<file path="config.mk">
export PLATFORM = sky130hd
export DESIGN_NAME = addn_reduce
export DESIGN_NICKNAME = d
export VERILOG_FILES = /design/src/rtl/addn_pkg.sv /design/src/rtl/addn_lane_adder.sv /design/src/rtl/addn_reduce.sv
export SDC_FILE = /design/constraint.sdc
export NUM_CORES = 1
export LEC_CHECK = 0
export ABC_AREA = 0
export BUFFER_PORTS_ARGS = -buffer_cell sky130_fd_sc_hd__buf_2
export CAP_MARGIN = 20
export CORE_ASPECT_RATIO = 1.75
export CORE_MARGIN = 5
export CORE_UTILIZATION = 51
export DETAILED_ROUTE_END_ITERATION = 10
export PLACE_DENSITY_LB_ADDON = 0.12
export SLEW_MARGIN = 20
export SYNTH_ARGS = -nofsm -noshare
export SYNTH_HDL_FRONTEND = slang
export SYNTH_SLANG_ARGS = --single-unit
export TNS_END_PERCENT = 10
</file>
<file path="constraint.sdc">
create_clock -name clk -period 6.05 [get_ports clk]
set_input_delay 1.21 -clock clk [delete_from_list [all_inputs] [get_ports clk]]
set_output_delay 1.21 -clock clk [all_outputs]
set_load 0.005 [all_outputs]
</file>
<file path="src/rtl/addn_pkg.sv">
// Shared types and defaults for the addn_reduce multi-operand accumulator.
// Holds the controller state encoding and the default geometry.
package addn_pkg;

    localparam int unsigned ADDN_W     = 64;
    localparam int unsigned ADDN_N     = 7;
    localparam int unsigned ADDN_LANES = 1;

    typedef enum logic [1:0] {
        IDLE,
        ACC,
        DONE
    } addn_state_e;

    // Number of accumulate cycles needed for n operands, lanes at a time.
    function automatic int unsigned addn_groups(
        input int unsigned n,
        input int unsigned lanes
    );
        return (n + lanes - 1) / lanes;
    endfunction

endpackage

</file>
<file path="src/rtl/addn_lane_adder.sv">
// Combinational adder: accumulator plus LANES operands in one step.
// The sum is formed wide enough that no carry is lost across lanes.
module addn_lane_adder
    import addn_pkg::*;
#(
    parameter int unsigned W     = ADDN_W,
    parameter int unsigned LANES = ADDN_LANES
) (
    input  logic [W-1:0]       acc_i,
    input  logic [LANES*W-1:0] ops_i,
    output logic [W-1:0]       sum_o,
    output logic               carry_o
);

    localparam int unsigned XW = W + $clog2(LANES + 1);

    logic [XW-1:0] total;

    // Add every lane into an extended-width total.
    always_comb begin
        total = XW'(acc_i);
        for (int l = 0; l < LANES; l++) begin
            total = total + XW'(ops_i[l*W +: W]);
        end
    end

    assign sum_o   = total[W-1:0];
    assign carry_o = |total[XW-1:W];

endmodule

</file>
<file path="src/rtl/addn_reduce.sv">
// Sums N captured W-bit operands, LANES per cycle, with wrap or saturate.
// Operands are held in a zero-padded shift register drained low group first.
module addn_reduce
    import addn_pkg::*;
#(
    parameter int unsigned W     = ADDN_W,
    parameter int unsigned N     = ADDN_N,
    parameter int unsigned LANES = ADDN_LANES
) (
    input  logic           clk,
    input  logic           rst_n,
    input  logic           r_enable,
    input  logic [N*W-1:0] init_vec,
    input  logic           mode,
    output logic           w_enable,
    output logic [W-1:0]   result,
    output logic           overflow,
    output logic           busy
);

    localparam int unsigned C  = addn_groups(N, LANES);
    localparam int unsigned CW = $clog2(C + 1);
    localparam int unsigned GW = LANES * W;
    localparam int unsigned PW = C * GW;

    addn_state_e   state_q, state_d;
    logic [PW-1:0] ops_q, ops_d;
    logic          mode_q, mode_d;
    logic [W-1:0]  acc_q, acc_d;
    logic          carry_q, carry_d;
    logic [CW-1:0] cnt_q, cnt_d;
    logic [W-1:0]  res_q, res_d;
    logic          ovf_q, ovf_d;
    logic [W-1:0]  sum;
    logic          co;

    addn_lane_adder #(
        .W     (W),
        .LANES (LANES)
    ) u_lane_adder (
        .acc_i   (acc_q),
        .ops_i   (ops_q[GW-1:0]),
        .sum_o   (sum),
        .carry_o (co)
    );

    // State and datapath registers; reset abandons any job in flight.
    always_ff @(posedge clk or negedge rst_n) begin
        if (!rst_n) begin
            state_q <= IDLE;
            ops_q   <= '0;
            mode_q  <= 1'b0;
            acc_q   <= '0;
            carry_q <= 1'b0;
            cnt_q   <= '0;
            res_q   <= '0;
            ovf_q   <= 1'b0;
        end else begin
            state_q <= state_d;
            ops_q   <= ops_d;
            mode_q  <= mode_d;
            acc_q   <= acc_d;
            carry_q <= carry_d;
            cnt_q   <= cnt_d;
            res_q   <= res_d;
            ovf_q   <= ovf_d;
        end
    end

    // Next-state: capture in IDLE, accumulate C groups, publish on the last.
    always_comb begin
        state_d = state_q;
        ops_d   = ops_q;
        mode_d  = mode_q;
        acc_d   = acc_q;
        carry_d = carry_q;
        cnt_d   = cnt_q;
        res_d   = res_q;
        ovf_d   = ovf_q;
        unique case (state_q)
            IDLE: begin
                if (r_enable) begin
                    ops_d   = PW'(init_vec);
                    mode_d  = mode;
                    acc_d   = '0;
                    carry_d = 1'b0;
                    cnt_d   = '0;
                    state_d = ACC;
                end
            end
            ACC: begin
                ops_d   = ops_q >> GW;
                acc_d   = (mode_q && co) ? '1 : sum;
                carry_d = carry_q | co;
                cnt_d   = cnt_q + CW'(1);
                if (cnt_q == CW'(C - 1)) begin
                    res_d   = acc_d;
                    ovf_d   = carry_d;
                    state_d = DONE;
                end
            end
            DONE: begin
                state_d = IDLE;
            end
            default: begin
                state_d = IDLE;
            end
        endcase
    end

    assign w_enable = (state_q == DONE);
    assign busy     = (state_q != IDLE);
    assign result   = res_q;
    assign overflow = ovf_q;

endmodule

</file>
* Yosys cells after proc, flatten, opt, wreduce, memory -nomap -nowiden
Index checks and enable logic that the tools add are counted.
** Storage, ports and cells
- Memories kept :: 0
- Bits in registers :: 584
- ROM bits :: 0
- Latch bits :: 0
- Output and inout bits :: 67
- RAM bits :: 0
** Cells by class
- $lt $le $gt $ge :: 0
- Multiplexer cells :: 12
- Shifts and indexed selects :: 0
- Bitwise operators :: 1
- $add $sub $neg :: 2
- Div/mod/pow operators :: 0
- Reductions and logical operators :: 8
- Equal/unequal tests :: 5
- Multiply operators :: 0
** Operators with widths (count)
- one-hot mux 448 bit (2 select lines) :: 1
- two-way mux 448 bit :: 1
- two-way mux 64 bit :: 2
- one-hot mux 64 bit (2 select lines) :: 1
- adder 64 x 64 -> 65 bit :: 1
- AND reduction 2 bit :: 4
- one-hot mux 3 bit (2 select lines) :: 1
- two-way mux 2 bit :: 2
- inequality test 2 bit, second input constant :: 2
- one-hot mux 2 bit (2 select lines) :: 1
- nonzero test 2 bit :: 2
- adder 3 x 1 -> 3 bit, second input constant :: 1
- == test 3 bit, second input constant :: 1
- two-way mux 3 bit :: 1
- == test 2 x 1 -> 1 bit, second input constant :: 1
- == test 2 bit, second input constant :: 1
- logical NOT 2 bit :: 1
- one-hot mux 1 bit (2 select lines) :: 1
- logical AND 1 bit :: 1
- two-way mux 1 bit :: 1
- bitwise OR 1 bit :: 1

* Longest topological paths before layout
Gate-level depths: netlist of the first run.
- Word-level depth :: 4
- Gate-level depth with buffers :: 13

* By module
Synthesis of the first run repeated with hierarchy kept, for this count alone.
** Unflattened totals
- Cell total of the unflattened synthesis :: 3315
- Area, all modules :: 30107.6 µm²
** By module, submodules not included
- addn_reduce :: instances 1, cells each 2735, area an instance 26141.3 µm², sequential area each 14614.0 µm²
- addn_lane_adder :: instances 1, cells each 580, area an instance 3966.3 µm², sequential area each 0.0 µm²

* Worst setup path after synthesis of the first run
OpenSTA, ideal clock, no wires.
- Path kind :: register to register
- From :: reg ops_q[0]
- To :: reg acc_q[40]
- Path slack :: 3082 ps
- Clock period less this slack :: 2968 ps
- Arrival time :: 2835 ps
- Stages on the path, launching flop included :: 13
- Cell sequence :: dfrtp_1 ha_1 fa_1 a21oi_1 o2bb2ai_1 o31a_2 a21oi_2 o21bai_1 a211o_1 a21oi_1 o21ai_0 xnor2_1 a21oi_1
** On the way
- Longest elaborated chain between the ends :: 4
** RTL lines
- from (decl) :: line addn_reduce.sv:27 : logic [PW-1:0] ops_q, ops_d;
- from (signal assigned) :: line addn_reduce.sv:60 : ops_q <= ops_d;
- adder 64 x 64 -> 65 bit * :: line addn_lane_adder.sv:23 : total = total + XW'(ops_i[l*W +: W]);
- logical AND 1 bit :: line addn_reduce.sv:93 : acc_d = (mode_q && co) ? '1 : sum;
- two-way mux 64 bit * :: line addn_reduce.sv:93
- one-hot mux 64 bit (2 select lines) * :: line addn_reduce.sv:80 : unique case (state_q)
- to (signal assigned) :: line addn_reduce.sv:53 : acc_q <= '0;
- to (signal assigned) :: line addn_reduce.sv:62 : acc_q <= acc_d;
- to (decl) :: line addn_reduce.sv:29 : logic [W-1:0] acc_q, acc_d;
Every way passes the cells marked *; elsewhere a longest branch is shown, timed or not.
A chain may end at the register's enable or synchronous reset.

* Final worst setup path of the first run
Ends and elaborated chain as after synthesis.

==> impl_metrics.py, run 1 <==
metrics = {
    "global_routing": {
        "grt_max_degree": 257,
        "grt_overflow": 0,
        "antenna_found_initial": 46,
        "grt_pass1_wl_um": 141000,
        "grt_usage": 0.292,
        "grt_pass1_vias": 25300,
    },
    "layout": {
        "final_common_cell": "nand2_1",
        "final_nets": 4212,
        "instances_no_fill": 4453,
        "fin_util": 0.599,
        "nFillCells": 5081,
        "area_growth_syn_to_layout_pct": 16.7,
        "drive_above_1_share": 0.174,
        "layout_common_cells": "nand2_1, dfrtp_1, buf_2",
    },
    "clock_tree": {
        "clockBufferDepth": 3,
        "post_cts_buffers": 0,
        "ctsRootBufferMaster": "clkbuf_16",
        "cts_tree": "done",
        "cts_buffers": 54,
        "clkSinkCount": 584,
        "holdBufCountCts": 0,
        "clkLatencyLatePin_ns": 0.61,
        "clk_pin_slew_ns": 0.07,
        "ctsResizeCount": 0,
        "htreeDepth": 2,
    },
    "sta": {
        "setup_viol": 0,
        "worstMarginPinSlew_ns": 1.27,
        "rsz0062_at_grt": "no",
        "hold_viol_final": 0,
        "layout_min_cycle_time_ns": 3.77,
        "slew_viol_final": 0,
        "period_share": 0.624,
        "setup_ws_ns": 2.28,
        "finalSetupTns_ns": 0,
        "relSlewSlack": 0.150,
        "skew_ns": 0.0200,
        "fmax_mhz": 265,
    },
    "placed_design": {
        "place_ws_ns": 2.29,
        "io_buffers": 518,
        "dp_cells": 4333,
        "gp_congestion": 0.954,
        "hpwl_um": 66100,
    },
    "run": {
        "maxCapViolations": 0,
    },
    "synthesis": {
        "synthTopCellsByArea": "dfrtp_1, nand2_1, a31oi_1, nor2_1, ha_1",
        "ys_seq_area_frac": 0.516,
        "synth_edf_count": 0,
        "yosys_warnings": 0,
        "synth.distinct_cells": 67,
        "async_flop_share": 1.00,
        "synth_top_area_frac": 0.516,
        "synth_largest_area_cell": "dfrtp_1",
        "synth_area_mm2": 0.0283,
        "synth_seq_cells": 584,
        "synth_cells": 3346,
        "syn_area_per_cell_um2": 8.47,
        "synth_nets": 3865,
        "synth-main-ff-cell": "dfrtp_1",
    },
    "floorplanning": {
        "num_io_pins": 519,
        "die_w_um": 188,
        "start_util": 0.513,
        "core-area_mm2": 0.0552,
        "rows": 114,
        "dieHeight_um": 322,
        "dieArea_mm2": 0.0605,
    },
    "routing": {
        "vias_per_cell": 5.73,
        "wire_per_inst_um": 20.6,
        "routed_wl_um": 91600,
        "dr.pass1.iters": 7,
        "route.antenna.remaining_nets": 0,
        "drtIter0Drc": 1878,
        "vias": 25500,
        "drc_errors": 0,
    },
    "worst_hold_path": {
        "hp-start": "result[31]",
        "min_path_type": "register to register",
        "hold_depth": 2,
        "worst_hold_path.endpoint": "result[31]",
    },
    "setup_path": {
        "reg2reg_depth": 12,
        "critPathKind": "register to register",
        "regToRegEndpoint": "acc_q[40]",
        "regToRegSetupSlack_ns": 2.28,
        "critPathLaunchType": "register",
        "reg2reg_from": "ops_q[0]",
        "crit_fanout": 6,
        "critPathCaptureType": "register",
        "arrival_ns": 4.25,
        "required_ns": 6.52,
    },
    "power": {
        "leakage_nw": 15.7,
        "ir_drop_uv": 630,
        "power_density_mw_per_mm2": 660,
        "power_mw": 21.8,
    },
    "run_status": {
        "outcome": "finished, final reports clean",
    },
}
[cell type report]
class,count,area (µm²),area share
Antenna cell,23,57.6,0.00174
Timing Repair Buffer,541,2930,0.0885
Tap cell,696,871,0.0263
Multi-Input combinational cell,2491,12700,0.384
Clock inverter,24,300,0.00908
Inverter,21,78.8,0.00238
Clock buffer,73,1530,0.0464
Sequential cell,584,14600,0.442
[critical path, stage by stage, from the launching register on]
cell	delay, ns
dfrtp_1	0.39
ha_1	0.23
fa_1	0.40
a21oi_1	0.23
o2bb2ai_1	0.13
o31a_2	0.34
a21oi_2	0.41
o21bai_1	0.25
a211o_1	0.37
a21oi_1	0.29
o21ai_0	0.21
xnor2_1	0.27
a21oi_1	0.11
[per-layer routing]
layer	routed length, µm	track usage	vias to the layer above	part of all wire
li1	-	-	12200	-
met1	36400	0.361	12200	0.40
met2	44900	0.493	860	0.49
met3	5990	0.0650	226	0.065
met4	4060	0.129	40	0.044
met5	270	0	-	0.0029
[registers in the layout (all words and copies together) (netlist names)]
| name | count |
|---|---|
| state_q | 2 |
| acc_q | 64 |
| mode_q | 1 |
| overflow | 1 |
| result | 64 |
| ops_q | 448 |
| cnt_q | 3 |
| carry_q | 1 |
[through the flow]
step / hold slack (ns) / instance area [µm²]
2_1_floorplan: 0.457 / 28300
3_3_place_gp: 0.462 / 31200
3_5_place_dp: 0.466 / 31200
4_1_cts: 0.481 / 33000
5_1_grt: 0.506 / 33000
6_report: 0.475 / 33100
[logic make-up after synthesis]
group / Yosys count / share of synthesized area
compound gates: 820 / 0.182
simple gates: 1538 / 0.213
flops: 584 / 0.516
xor+xnor: 61 / 0.0189
fa+ha+maj: 67 / 0.0299
mux: 5 / 0.00181
buf+inv: 271 / 0.0378
[synthesized netlist by cell type, drive strengths merged, types with 21 or more instances]
| master | count |
|---|---|
| nand2 | 908 |
| dfrtp | 584 |
| nor2 | 494 |
| a31oi | 400 |
| clkbuf | 217 |
| o21ai | 156 |
| a21oi | 109 |
| ha | 66 |
| nand3 | 66 |
| a22o | 64 |
| xnor2 | 34 |
| buf | 33 |
| xor2 | 27 |
| inv | 21 |
[worst max path at each step]
stage / startpoint / endpoint / slack (ns) / cells after the start
CTS: ops_q[0] / acc_q[40] / 2.27 / 12
finish: ops_q[0] / acc_q[40] / 2.28 / 12
global placement: ops_q[0] / acc_q[40] / 2.34 / 12
detailed placement: ops_q[0] / acc_q[40] / 2.29 / 12
floorplan: ops_q[0] / acc_q[40] / 3.08 / 12
global route: ops_q[42] / acc_q[57] / 2.11 / 11
[power by group]
group | switching, mW | internal (mW)
Sequential | 1.16 | 5.90
Combinational | 7.16 | 4.05
Clock | 1.52 | 2.03
Power figures use the tool's default switching activity.
==> run 2, diff against run 1 <==
--- a/config.mk
+++ b/config.mk
@@ -5,7 +5,7 @@
 export SDC_FILE = /design/constraint.sdc
 export NUM_CORES = 1
 export LEC_CHECK = 0
-export ABC_AREA = 0
+export ABC_AREA = 1
 export BUFFER_PORTS_ARGS = -buffer_cell sky130_fd_sc_hd__buf_2
 export CAP_MARGIN = 20
 export CORE_ASPECT_RATIO = 1.75
==> constraint.sdc (replaced) <==
create_clock -name clk -period 3.43 [get_ports clk]
set_input_delay 0.686 -clock clk [delete_from_list [all_inputs] [get_ports clk]]
set_output_delay 0.686 -clock clk [all_outputs]
set_load 0.005 [all_outputs]
==> impl_metrics.py, run 2 <==
metrics = {
    "sta": {
        "period_share": 0.847,
        "slew_viol_final": 0,
        "setup_viol": 0,
        "setup_ws_ns": 0.524,
        "worstMarginPinSlew_ns": 0.920,
        "skew_ns": 0.0244,
        "hold_viol_final": 0,
        "layout_min_cycle_time_ns": 2.91,
        "rsz0062_at_grt": "no",
        "finalSetupTns_ns": 0,
        "relSlewSlack": 0.387,
        "fmax_mhz": 344,
    },
    "floorplanning": {
        "dieArea_mm2": 0.0686,
        "die_w_um": 200,
        "start_util": 0.511,
        "num_io_pins": 519,
        "dieHeight_um": 343,
        "core-area_mm2": 0.0630,
        "rows": 122,
    },
    "power": {
        "p_int_mw": 22.7,
        "seqPwrFrac": 0.266,
        "power.switching_mw": 22.0,
        "leakage_nw": 20.1,
        "pwr-share-comb": 0.595,
        "clock_power_share": 0.138,
        "ir_drop_uv": 861,
        "power_density_mw_per_mm2": 1200,
        "swShare": 0.492,
    },
    "synthesis": {
        "synthTopCellsByArea": "dfrtp_1, nand2_1, inv_1, o21ai_0, o211ai_1",
        "synth_top_area_frac": 0.453,
        "synth_cells": 4227,
        "synth_commonest_cells": "nand2_1, inv_1, dfrtp_1, o21ai_0, o211ai_1",
        "ys_seq_area_frac": 0.453,
        "synth_seq_cells": 584,
        "synth_edf_count": 0,
        "syn_area_per_cell_um2": 7.63,
        "async_flop_share": 1.00,
        "synth_area_mm2": 0.0322,
        "synth_nets": 4746,
        "synthMostInstantiatedCell": "nand2_1",
        "synth.distinct_cells": 42,
        "yosys_warnings": 0,
        "synth-main-ff-cell": "dfrtp_1",
        "synth_largest_area_cell": "dfrtp_1",
    },
    "clock_tree": {
        "ctsRootBufferMaster": "clkbuf_16",
        "clockBufferDepth": 3,
        "clkSinkCount": 584,
        "htreeDepth": 2,
        "cts_tree": "done",
        "clk_pin_slew_ns": 0.06,
        "clkLatencyLatePin_ns": 0.64,
        "cts_buffers": 55,
        "ctsResizeCount": 0,
    },
    "run_status": {
        "outcome": "finished, final reports clean",
    },
    "setup_path": {
        "required_ns": 3.95,
        "timing.critical_path.from": "ops_q[0]",
        "crit_fanout": 21,
        "critPathLaunchType": "register",
        "critPathCaptureType": "register",
        "reg2reg_from": "ops_q[0]",
        "arrival_ns": 3.43,
        "critPathKind": "register to register",
    },
    "layout": {
        "final_nets": 5147,
        "final_common_cell": "nand2_1",
        "largest_reg_flops": 448,
        "final-seq-area_mm2": 0.0146,
        "top_register": "ops_q",
        "drive_above_1_share": 0.163,
        "area_growth_syn_to_layout_pct": 15.8,
        "layout_common_cells": "nand2_1, inv_1, dfrtp_1",
        "multiInputGateArea_mm2": 0.0138,
        "nFillCells": 6043,
    },
    "worst_hold_path": {
        "min_path_type": "primary input to register",
        "hp-start": "init_vec[442]",
    },
    "routing": {
        "dr.pass1.iters": 7,
        "route.antenna.remaining_nets": 0,
        "wire_per_inst_um": 19.7,
        "drc_errors": 0,
        "drtIter0Drc": 1787,
        "vias_per_cell": 5.20,
        "vias": 28700,
        "routed_wl_um": 109000,
    },
    "global_routing": {
        "grt_pass1_vias": 28000,
        "grt_pass1_wl_um": 164000,
        "grt_usage": 0.313,
        "grt_overflow": 0,
        "grt_max_degree": 159,
        "antenna_found_initial": 70,
    },
    "placed_design": {
        "place_ws_ns": 0.544,
        "io_buffers": 518,
        "gp_congestion": 1.03,
        "hpwl_um": 83300,
    },
    "run": {
        "maxCapViolations": 0,
    },
}
## run 2: cell count changes after synthesis, moves of 28 or more
cell and change:
o211ai_1 +225, nor3_1 +98, o21ai_0 +291, a31oi_1 -400, a22o_1 -64, inv_1 +726, nor2_1 -390, nand2_4 +35
nand2_1 +487, a21oi_1 -63, xnor2_1 -32, nand3_4 +28, a221oi_1 +87, clkbuf_1 -55
## run 2: metrics by stage
step	instances	hold WS, ns	total power [mW]	utilization	cell area (µm²)
final	5512	0.262	44.7	0.592	37300
after global routing	5497	0.253	48.6	0.592	37300
after global placement	5376	0.458	38.1	0.562	35400
after detailed placement	5376	0.460	38.5	0.562	35400
after floorplan	4227	0.390	31.0	-	32200
after CTS	5477	0.234	44.8	0.591	37300
## run 2: what timing repair did
item,4_1_cts,5_1_grt
hold endpoints to repair,39,0
setup buffers,0,0
hold buffers,1,0
## run 2: worst max-delay path: stages, from the launching register on
cell      delay (ns)
dfrtp_1         0.39
ha_1            0.25
fa_1            0.43
nand2_1         0.13
nand2_1         0.06
nand3b_1        0.10
nand2_2         0.11
nand2_2         0.08
nand2_2         0.07
nand2_2         0.09
nand2_4         0.07
nand2_4         0.07
nand2_4         0.06
nand2_8         0.27
buf_4           0.36
nand3_4         0.10
nand2_1         0.08
nand2_1         0.06
## run 2: cell type report
type / count / share of cell area
Clock inverter: 22 / 0.00536
Sequential cell: 584 / 0.391
Multi-Input combinational cell: 2674 / 0.369
Clock buffer: 78 / 0.0427
Tap cell: 806 / 0.0270
Inverter: 751 / 0.0759
Timing Repair Buffer: 562 / 0.0863
Antenna cell: 35 / 0.00235
## run 2: logic make-up after synthesis
kind of cell	after synthesis	share of synthesized area
buffers and inverters	969	0.120
and+or+nand+nor	1776	0.239
DFF	584	0.453
AOI/OAI and AO/OA	800	0.153
adders and majority gates	67	0.0262
xor gates and xnor gates	31	0.00842
## run 2: metal layers
metal	routed length (µm)	global-route usage
met1	41500	0.372
met2	54100	0.532
met3	6870	0.0716
met4	5930	0.148
met5	317	0
## run 2: final timing paths
path	end	slack, ns	depth (start not counted)
setup / recovery	result[45]	0.52	17
hold reg to reg	result[38]	0.47	2
hold / removal	ops_q[442]	0.26	3
setup reg to reg	result[45]	0.52	17
max in group asynchronous	ops_q[78]	1.92	3
min in group asynchronous	result[20]	0.55	2
## run 2: power groups by stage
stage	Combinational (mW)	Sequential [mW]	Clock, mW
5_1_grt	29.9	12.2	6.55
3_5_place_dp	26.5	12.0	0
6_report	26.6	11.9	6.19
3_3_place_gp	26.2	11.9	0
2_1_floorplan	19.4	11.5	0
4_1_cts	26.6	11.9	6.31
